## src/rtl/microwave_pkg.sv

```systemverilog
// Shared types and constants for the microwave controller.
// Digit bundle is ordered MM:SS, most significant first.
package microwave_pkg;

  typedef enum logic [2:0] {
    IDLE  = 3'd0,
    ENTRY = 3'd1,
    RUN   = 3'd2,
    PAUSE = 3'd3,
    DONE  = 3'd4
  } state_t;

  localparam logic [3:0] BCD_NINE        = 4'd9;
  localparam logic [3:0] SEC_RELOAD_TENS = 4'd5;

  typedef struct packed {
    logic [3:0] mt;
    logic [3:0] mo;
    logic [3:0] st;
    logic [3:0] so;
  } mmss_t;

endpackage

```

## src/rtl/bcd_mmss_dec.sv

```systemverilog
// One-second BCD MM:SS decrement with zero detect on the result.
// Seconds above 59 count down as entered; borrows reload 59.
module bcd_mmss_dec
  import microwave_pkg::*;
(
  input  mmss_t cur,
  output mmss_t nxt,
  output logic  is_zero_next
);

  always_comb begin
    nxt = cur;
    priority case (1'b1)
      cur.so != 4'd0: begin
        nxt.so = cur.so - 4'd1;
      end
      cur.st != 4'd0: begin
        nxt.st = cur.st - 4'd1;
        nxt.so = BCD_NINE;
      end
      cur.mo != 4'd0: begin
        nxt.mo = cur.mo - 4'd1;
        nxt.st = SEC_RELOAD_TENS;
        nxt.so = BCD_NINE;
      end
      cur.mt != 4'd0: begin
        nxt.mt = cur.mt - 4'd1;
        nxt.mo = BCD_NINE;
        nxt.st = SEC_RELOAD_TENS;
        nxt.so = BCD_NINE;
      end
      default: begin
        nxt = cur;
      end
    endcase
    is_zero_next = (nxt == '0);
  end

endmodule

```

## src/rtl/cook_timer.sv

```systemverilog
// Keypad digit capture and MM:SS countdown for the microwave.
// Keypad is locked (enbn=1) while cooking or paused.
module cook_timer
  import microwave_pkg::*;
#(
  parameter int CLK_PER_SEC = 100
) (
  input  logic       clk,
  input  logic       clrn,
  input  logic [3:0] D,
  input  logic       loadn,
  input  logic       start,
  input  logic       stop,
  output logic [3:0] min_tens,
  output logic [3:0] min_ones,
  output logic [3:0] sec_tens,
  output logic [3:0] sec_ones,
  output logic       running,
  output logic       done,
  output logic       enbn
);

  localparam int PW = $clog2(CLK_PER_SEC);
  localparam logic [PW-1:0] LAST = PW'(CLK_PER_SEC - 1);

  state_t        state, state_n;
  mmss_t         dig, dig_n, dig_dec, dig_sh, dig_new;
  logic [PW-1:0] pre, pre_n;
  logic          loadn_q;
  logic          load_ok;
  logic          tick;
  logic          dec_zero;
  logic          done_q, done_n;

  bcd_mmss_dec u_dec (
    .cur          (dig),
    .nxt          (dig_dec),
    .is_zero_next (dec_zero)
  );

  // One event per low pulse; non-BCD digits are dropped.
  assign load_ok = loadn_q & ~loadn & (D <= BCD_NINE);
  assign tick    = (pre == LAST);

  always_comb begin
    dig_sh    = dig;
    dig_sh.mt = dig.mo;
    dig_sh.mo = dig.st;
    dig_sh.st = dig.so;
    dig_sh.so = D;
    dig_new    = '0;
    dig_new.so = D;
  end

  always_ff @(posedge clk) begin
    if (!clrn) begin
      state   <= IDLE;
      dig     <= '0;
      pre     <= '0;
      loadn_q <= 1'b1;
      done_q  <= 1'b0;
    end else begin
      state   <= state_n;
      dig     <= dig_n;
      pre     <= pre_n;
      loadn_q <= loadn;
      done_q  <= done_n;
    end
  end

  always_comb begin
    state_n = state;
    dig_n   = dig;
    pre_n   = pre;
    done_n  = 1'b0;
    unique case (state)
      IDLE: begin
        if (load_ok) begin
          dig_n   = dig_sh;
          state_n = ENTRY;
        end
      end
      ENTRY: begin
        if (stop) begin
          dig_n   = '0;
          state_n = IDLE;
        end else if (start) begin
          if (dig != '0) begin
            pre_n   = '0;
            state_n = RUN;
          end
        end else if (load_ok) begin
          dig_n = dig_sh;
        end
      end
      RUN: begin
        if (stop) begin
          state_n = PAUSE;
        end else if (tick) begin
          pre_n = '0;
          dig_n = dig_dec;
          if (dec_zero) begin
            state_n = DONE;
            done_n  = 1'b1;
          end
        end else begin
          pre_n = pre + 1'b1;
        end
      end
      PAUSE: begin
        if (stop) begin
          dig_n   = '0;
          state_n = IDLE;
        end else if (start) begin
          state_n = RUN;
        end
      end
      DONE: begin
        if (stop) begin
          state_n = IDLE;
        end else if (load_ok) begin
          dig_n   = dig_new;
          state_n = ENTRY;
        end
      end
      default: begin
        dig_n   = '0;
        pre_n   = '0;
        state_n = IDLE;
      end
    endcase
  end

  assign min_tens = dig.mt;
  assign min_ones = dig.mo;
  assign sec_tens = dig.st;
  assign sec_ones = dig.so;
  assign running  = (state == RUN);
  assign enbn     = (state == RUN) || (state == PAUSE);
  assign done     = done_q;

endmodule

```

## config.mk

```make
export PLATFORM = sky130hd
export DESIGN_NAME = cook_timer
export DESIGN_NICKNAME = d
export VERILOG_FILES = /design/src/rtl/microwave_pkg.sv /design/src/rtl/bcd_mmss_dec.sv /design/src/rtl/cook_timer.sv
export SDC_FILE = /design/constraint.sdc
export NUM_CORES = 1
export LEC_CHECK = 0
export BUFFER_PORTS_ARGS = -buffer_cell sky130_fd_sc_hd__buf_2
export CAP_MARGIN = 25
export CORE_MARGIN = 1.5
export CORE_UTILIZATION = 30
export CTS_BUF_LIST = sky130_fd_sc_hd__clkbuf_16
export DETAILED_ROUTE_END_ITERATION = 16
export PLACE_DENSITY = 0.55
export SYNTH_ARGS = -nofsm -noshare
export SYNTH_HDL_FRONTEND = slang
export SYNTH_HIERARCHICAL = 1
export SYNTH_SLANG_ARGS = --single-unit
```

## constraint.sdc

```tcl
create_clock -name clk -period 3.7 [get_ports clk]
set_input_delay 0.74 -clock clk [delete_from_list [all_inputs] [get_ports clk]]
set_output_delay 0.74 -clock clk [all_outputs]
set_load 0.03 [all_outputs]
```

==> results of run 1 <==
[per-layer routing]
| metal | GRT usage, % | vias up | wire length (um) |
|---|---|---|---|
| li1 | - | 1284 | - |
| met1 | 22.9 | 1228 | 3280 |
| met2 | 30.0 | 89 | 3580 |
| met3 | 2.96 | 9 | 517 |
| met4 | 6.44 | 0 | 108 |
| met5 | 0 | - | 0 |
[final cells by class]
class / instances / area share [%]
multi-input cells: 256 / 61.7
flip-flops and latches: 28 / 20.2
repair buffers: 35 / 7.03
well taps: 102 / 4.59
clock buffers: 3 / 2.70
inverters: 20 / 2.70
clock inverters: 1 / 1.08
[kinds of logic after synthesis]
kind of cell	share of synthesized area, %
AO/OA/AOI/OAI	32.7
XOR/XNOR	0.361
adder cells (fa/ha/maj)	2.58
buffers and inverters	6.65
flip-flops	23.1
multiplexers	2.58
AND/OR/NAND/NOR	32.0
[stage by stage]
| step | cell area (um^2) | cells | hold WS [ns] | util, % |
|---|---|---|---|---|
| 6_report | 2780 | 445 | 0.487 | 35.8 |
| 3_5_place_dp | 2670 | 441 | 0.483 | 34.4 |
| 5_1_grt | 2780 | 445 | 0.518 | 35.8 |
| 4_1_cts | 2780 | 445 | 0.494 | 35.8 |
| 2_1_floorplan | 2430 | 322 | 0.452 | - |
| 3_3_place_gp | 2670 | 441 | 0.469 | 34.4 |
[final timing paths]
path / startpoint / cells past startpoint / to
max: sec_ones[0] / 11 / state[0]
min: pre[1] / 2 / pre[1]
max reg2reg: sec_ones[0] / 11 / state[0]
min reg2reg: pre[1] / 2 / pre[1]
[state kept, by name, summed over array words and instances, names as in the netlist]
register and flops:
state 3, sec_tens 4, loadn_q 1, min_ones 4
done 1, sec_ones 4, min_tens 4, pre 7
[critical path: cells and delay by family (launching register included)]
family | cells | cell delay, ns
AO/OA/AOI/OAI | 3 | 0.63
multiplexers | 1 | 0.38
flip-flops | 1 | 0.41
AND/OR/NAND/NOR | 4 | 1.27
adder cells (fa/ha/maj) | 1 | 0.26
buffers and inverters | 2 | 0.22
[power by group through the flow]
stage               Combinational (mW)  Sequential [mW]  Clock (mW)
global placement                 0.207            0.330           0
finish                           0.210            0.323       0.332
CTS                              0.208            0.323       0.346
global route                     0.229            0.325       0.359
detailed placement               0.207            0.330           0
floorplan                        0.149            0.332           0
[synth_stat cells (4+ instances only)]
cell      number
a21oi_1       12
a22o_1         6
a22o_2        10
clkbuf_1      13
dfxtp_1       28
ha_1           5
inv_1         20
mux2i_1        4
nand2_1       43
nand2b_1       5
nand3_1       10
nand4_1       15
nor2_1        20
nor3_1         9
nor4_1         8
o211ai_1      19
o21ai_0       12
o31ai_1        4
o32ai_1        5
==> results_dict.tcl, run 1 <==
set metrics [dict create \
    tightestPinTransition_ns 0.832 \
    finalWirelength_um 7490 \
    syn_nets 336 \
    first_pass_iters 4 \
    grt_max_degree 27 \
    ant_nets 0 \
    crit_fanout 10 \
    track_usage_pct 17.9 \
    numCtsBuffers 3 \
    grt_pass1_wl_um 12400 \
    leakagePower_nw 1.02 \
    drive_gt1_share_pct 17.8 \
    finalMaxSlewViolations 0 \
    worstPathRequired_ns 3.85 \
    ys_seq_area_share_pct 23.1 \
    die_w_um 92.9 \
    setup_ws_ns 0.415 \
    cap_violations 0 \
    cts_tree "built" \
    final_cell_mix "nand2_1 (43), dfxtp_1 (28), buf_2 (27)" \
    die_area_um2 8640 \
    syn_area_per_cell_um2 7.53 \
    status "completed" \
    cts_htree_levels 1 \
    async_flop_share_pct 0 \
    grt_pass1_vias 2494 \
    synth_ff_type "dfxtp_1" \
    synth_cell_types 64 \
    wire_per_inst_um 16.8 \
    setup_viol 0 \
    overflow 0 \
    power.density_nw_per_um2 312 \
    antenna_found_initial 0 \
    seq_power_share_pct 37.3 \
    critPathMaxStageDelay_ns 0.53 \
    seq_area_um2 561 \
    period_share_pct 88.8 \
    rsz0062_at_grt "false" \
    timing.fmax_mhz 304 \
    synthCells 322 \
    start_util_pct 31.2 \
    pre_cts_ws_ns 0.458 \
    tns_ns 0 \
    start_kind "flop" \
    rrSetupSlack_ns 0.42 \
    synth_area_leaders "dfxtp_1 (23%), nand2_1 (6.7%), o211ai_1 (5.9%), a22o_2 (4.1%), nand4_1 (3.9%)" \
    clockPowerShare_pct 38.4 \
    syn_area_um2 2430 \
    critPathMostFrequentCell "inv_1" \
    multi_input_area_um2 1710 \
    nNetsFinal 358 \
    yosysTopAreaCellShare_pct 23.1 \
    final_common_cell "nand2_1" \
    hold_path_class "flop to flop" \
    power_mw 0.866 \
    slew_headroom_pct 44.4 \
    gp_congestion 0.880 \
    hold_viol 0 \
    switching_share_pct 30.9 \
    row_count 32 \
    io_pins 28 \
    cts_hold_buf 0 \
    die_h_um 92.9 \
    io_buffers 27 \
    yosysWarnings 6 \
    diodes 0 \
    drtIter0Drc 162 \
    drc 0 \
    fp.coreArea_um2 7770 \
    syn_to_final_growth_pct 14.5 \
    power_frac_comb_pct 24.3 \
    cts_sinks 28 \
    switchingPower_mw 0.268 \
    routed_via_density 5.87 \
    synth_top_cell_by_area "dfxtp_1" \
    hpwl_um 5180 \
    period_needed_ns 3.28 \
    ys_ff_latch 28 \
    arrival_ns 3.44 \
    clkTransAtPathRegs_ns 0.08 \
    endpoint_kind "flop" \
    internal-power_mw 0.598 \
    cp_cell_sequence "inv_1, ha_1, or3b_1, nor4_1, mux2_1, nand4bb_1, nor4_2, inv_1, o31a_1, a211oi_1, o32ai_1" \
    skew_ns 0.0120 \
    cts_setup_buffers 0 \
    cts-root-buf "clkbuf_16" \
    crit_type "flop to flop" \
    fillers 852 \
    ir_worst_vdd_mv 0.166 \
    synth_edf_count 0 \
    vias 2610 \
    slowest_stage "or3b_1" \
    clockBufferDepth 2 \
    cts_repair_resize_count 0 \
    clock_latency_ns 0.27 \
]
Power figures use the tool's default switching activity.
==> run 2: changes to the inputs <==
--- a/config.mk
+++ b/config.mk
@@ -12,6 +12,7 @@
 export CTS_BUF_LIST = sky130_fd_sc_hd__clkbuf_16
 export DETAILED_ROUTE_END_ITERATION = 16
 export PLACE_DENSITY = 0.55
+export SLEW_MARGIN = 20
 export SYNTH_ARGS = -nofsm -noshare
 export SYNTH_HDL_FRONTEND = slang
 export SYNTH_HIERARCHICAL = 1
==> constraint.sdc (replaced) <==
create_clock -name clk -period 3.25 [get_ports clk]
set_input_delay 0.65 -clock clk [delete_from_list [all_inputs] [get_ports clk]]
set_output_delay 0.65 -clock clk [all_outputs]
set_load 0.03 [all_outputs]
==> run 2 against run 1 <==
Net effect:
- clock power rose by 13%
- maximum frequency up 6.4%
- non-clock buffer count is 15 higher
- worst hold slack got worse by 0.0038 ns
- die area is the same
- via count rose by 2.2%
- clock skew fell by 0.00091 ns
==> results_dict.tcl, run 2 (same netlist as run 1, synthesis figures left out) <==
set metrics [dict create \
    finish.utilization_pct 37.3 \
    hold-worst-slack_ns 0.483 \
    final_area_um2 2900 \
    numCtsBuffers 3 \
    cap_violations 0 \
    final_cell_mix "nand2_1 (43), dfxtp_1 (28), buf_2 (27)" \
    first_pass_iters 4 \
    pre_cts_ws_ns 0.00671 \
    die_h_um 92.9 \
    worstPathRequired_ns 3.39 \
    crit_family "compound AO/OA/AOI/OAI gates" \
    grt_pass1_wl_um 12400 \
    finalWirelength_um 7570 \
    slew_headroom_pct 45.4 \
    cp_cell_sequence "inv_1, ha_1, or3b_1, nor3_1, a21boi_1, a2111o_1, nor4_2, inv_1, o31a_1, a211oi_1, o32ai_1" \
    status "completed" \
    io_buffers 27 \
    cts_hold_buf 0 \
    leakagePower_nw 1.10 \
    routed_via_density 5.80 \
    clockBufferDepth 2 \
    place_area_um2 2760 \
    diodes 0 \
    worst-path-buf-inv 2 \
    start_kind "flop" \
    crit_fanout 8 \
    multi_input_area_um2 1720 \
    start_util_pct 31.2 \
    antenna_found_initial 0 \
    tightestPinTransition_ns 0.816 \
    arrival_ns 3.23 \
    final_cells 460 \
    io_pins 28 \
    grt_max_degree 27 \
    period_needed_ns 3.09 \
    final_common_cell "nand2_1" \
    grt_pass1_vias 2499 \
    drive_gt1_share_pct 21.5 \
    cts_sinks 28 \
    fillers 824 \
    tns_ns 0 \
    power.density_nw_per_um2 349 \
    power_mw 1.01 \
    critPathMaxStageDelay_ns 0.51 \
    row_count 32 \
    period_share_pct 95.0 \
    die_w_um 92.9 \
    ant_nets 0 \
    hpwl_um 5260 \
    cts_htree_levels 1 \
    track_usage_pct 17.8 \
    finalMaxSlewViolations 0 \
    vias 2668 \
    syn_to_final_growth_pct 19.3 \
    gp_congestion 0.909 \
    nNetsFinal 373 \
    hold_viol 0 \
    setup_ws_ns 0.161 \
    critPathMostFrequentCell "inv_1" \
    crit_type "flop to flop" \
    top_register "pre" \
    cts_tree "built" \
    setup_viol 0 \
    clock_latency_ns 0.27 \
    drtIter0Drc 146 \
    slowest_stage "or3b_1" \
    clkTransAtPathRegs_ns 0.08 \
    cts-root-buf "clkbuf_16" \
    endpoint_kind "flop" \
    largest_register_ffs 7 \
    hold_path_class "flop to flop" \
    seq_area_um2 561 \
    overflow 0 \
    skew_ns 0.0111 \
    wire_per_inst_um 16.5 \
    timing.fmax_mhz 324 \
    die_area_um2 8640 \
    ir_worst_vdd_mv 0.219 \
    post-place-cells 452 \
    fp.coreArea_um2 7770 \
    drc 0 \
]
## run 2: path summary, 6_finish.rpt
path | slack, ns | start | depth (start not counted) | to
worst max register to register | 0.16 | sec_tens[1] | 11 | state[0]
worst min-delay path | 0.48 | pre[1] | 2 | pre[1]
worst max-delay path | 0.16 | sec_tens[1] | 11 | state[0]
worst min register to register | 0.48 | pre[1] | 2 | pre[1]
## run 2: power breakdown
group          leakage, nW  switching (mW)  internal [mW]
Combinational        0.824           0.169          0.108
Sequential           0.226         0.00877          0.349
Clock               0.0511           0.130          0.246
Total                 1.10           0.308          0.703
## run 2: routing by layer
metal,part of all wire (%),vias to the layer above,global-route usage [%]
met5,0,-,0
met4,0.98,0,3.41
met3,3.8,6,2.55
met2,48,60,30.5
met1,48,1279,23.8
li1,-,1323,-
## run 2: layout make-up
type / instances / area share [%]
Timing Repair Buffer: 50 / 10.6
Clock buffer: 3 / 2.59
Clock inverter: 1 / 1.04
Inverter: 20 / 2.59
Multi-Input combinational cell: 256 / 59.4
Sequential cell: 28 / 19.4
Tap cell: 102 / 4.41
## run 2: repair_timing
item,CTS,global route
buffers inserted,0,4
resized for setup,1,0
endpoints found under the setup margin,1,1
## run 2: tightest hold or removal path, stage by stage, from the launching register on
cell and delay [ns]:
dfxtp_1 0.33, nand2_1 0.06, mux2i_1 0.05
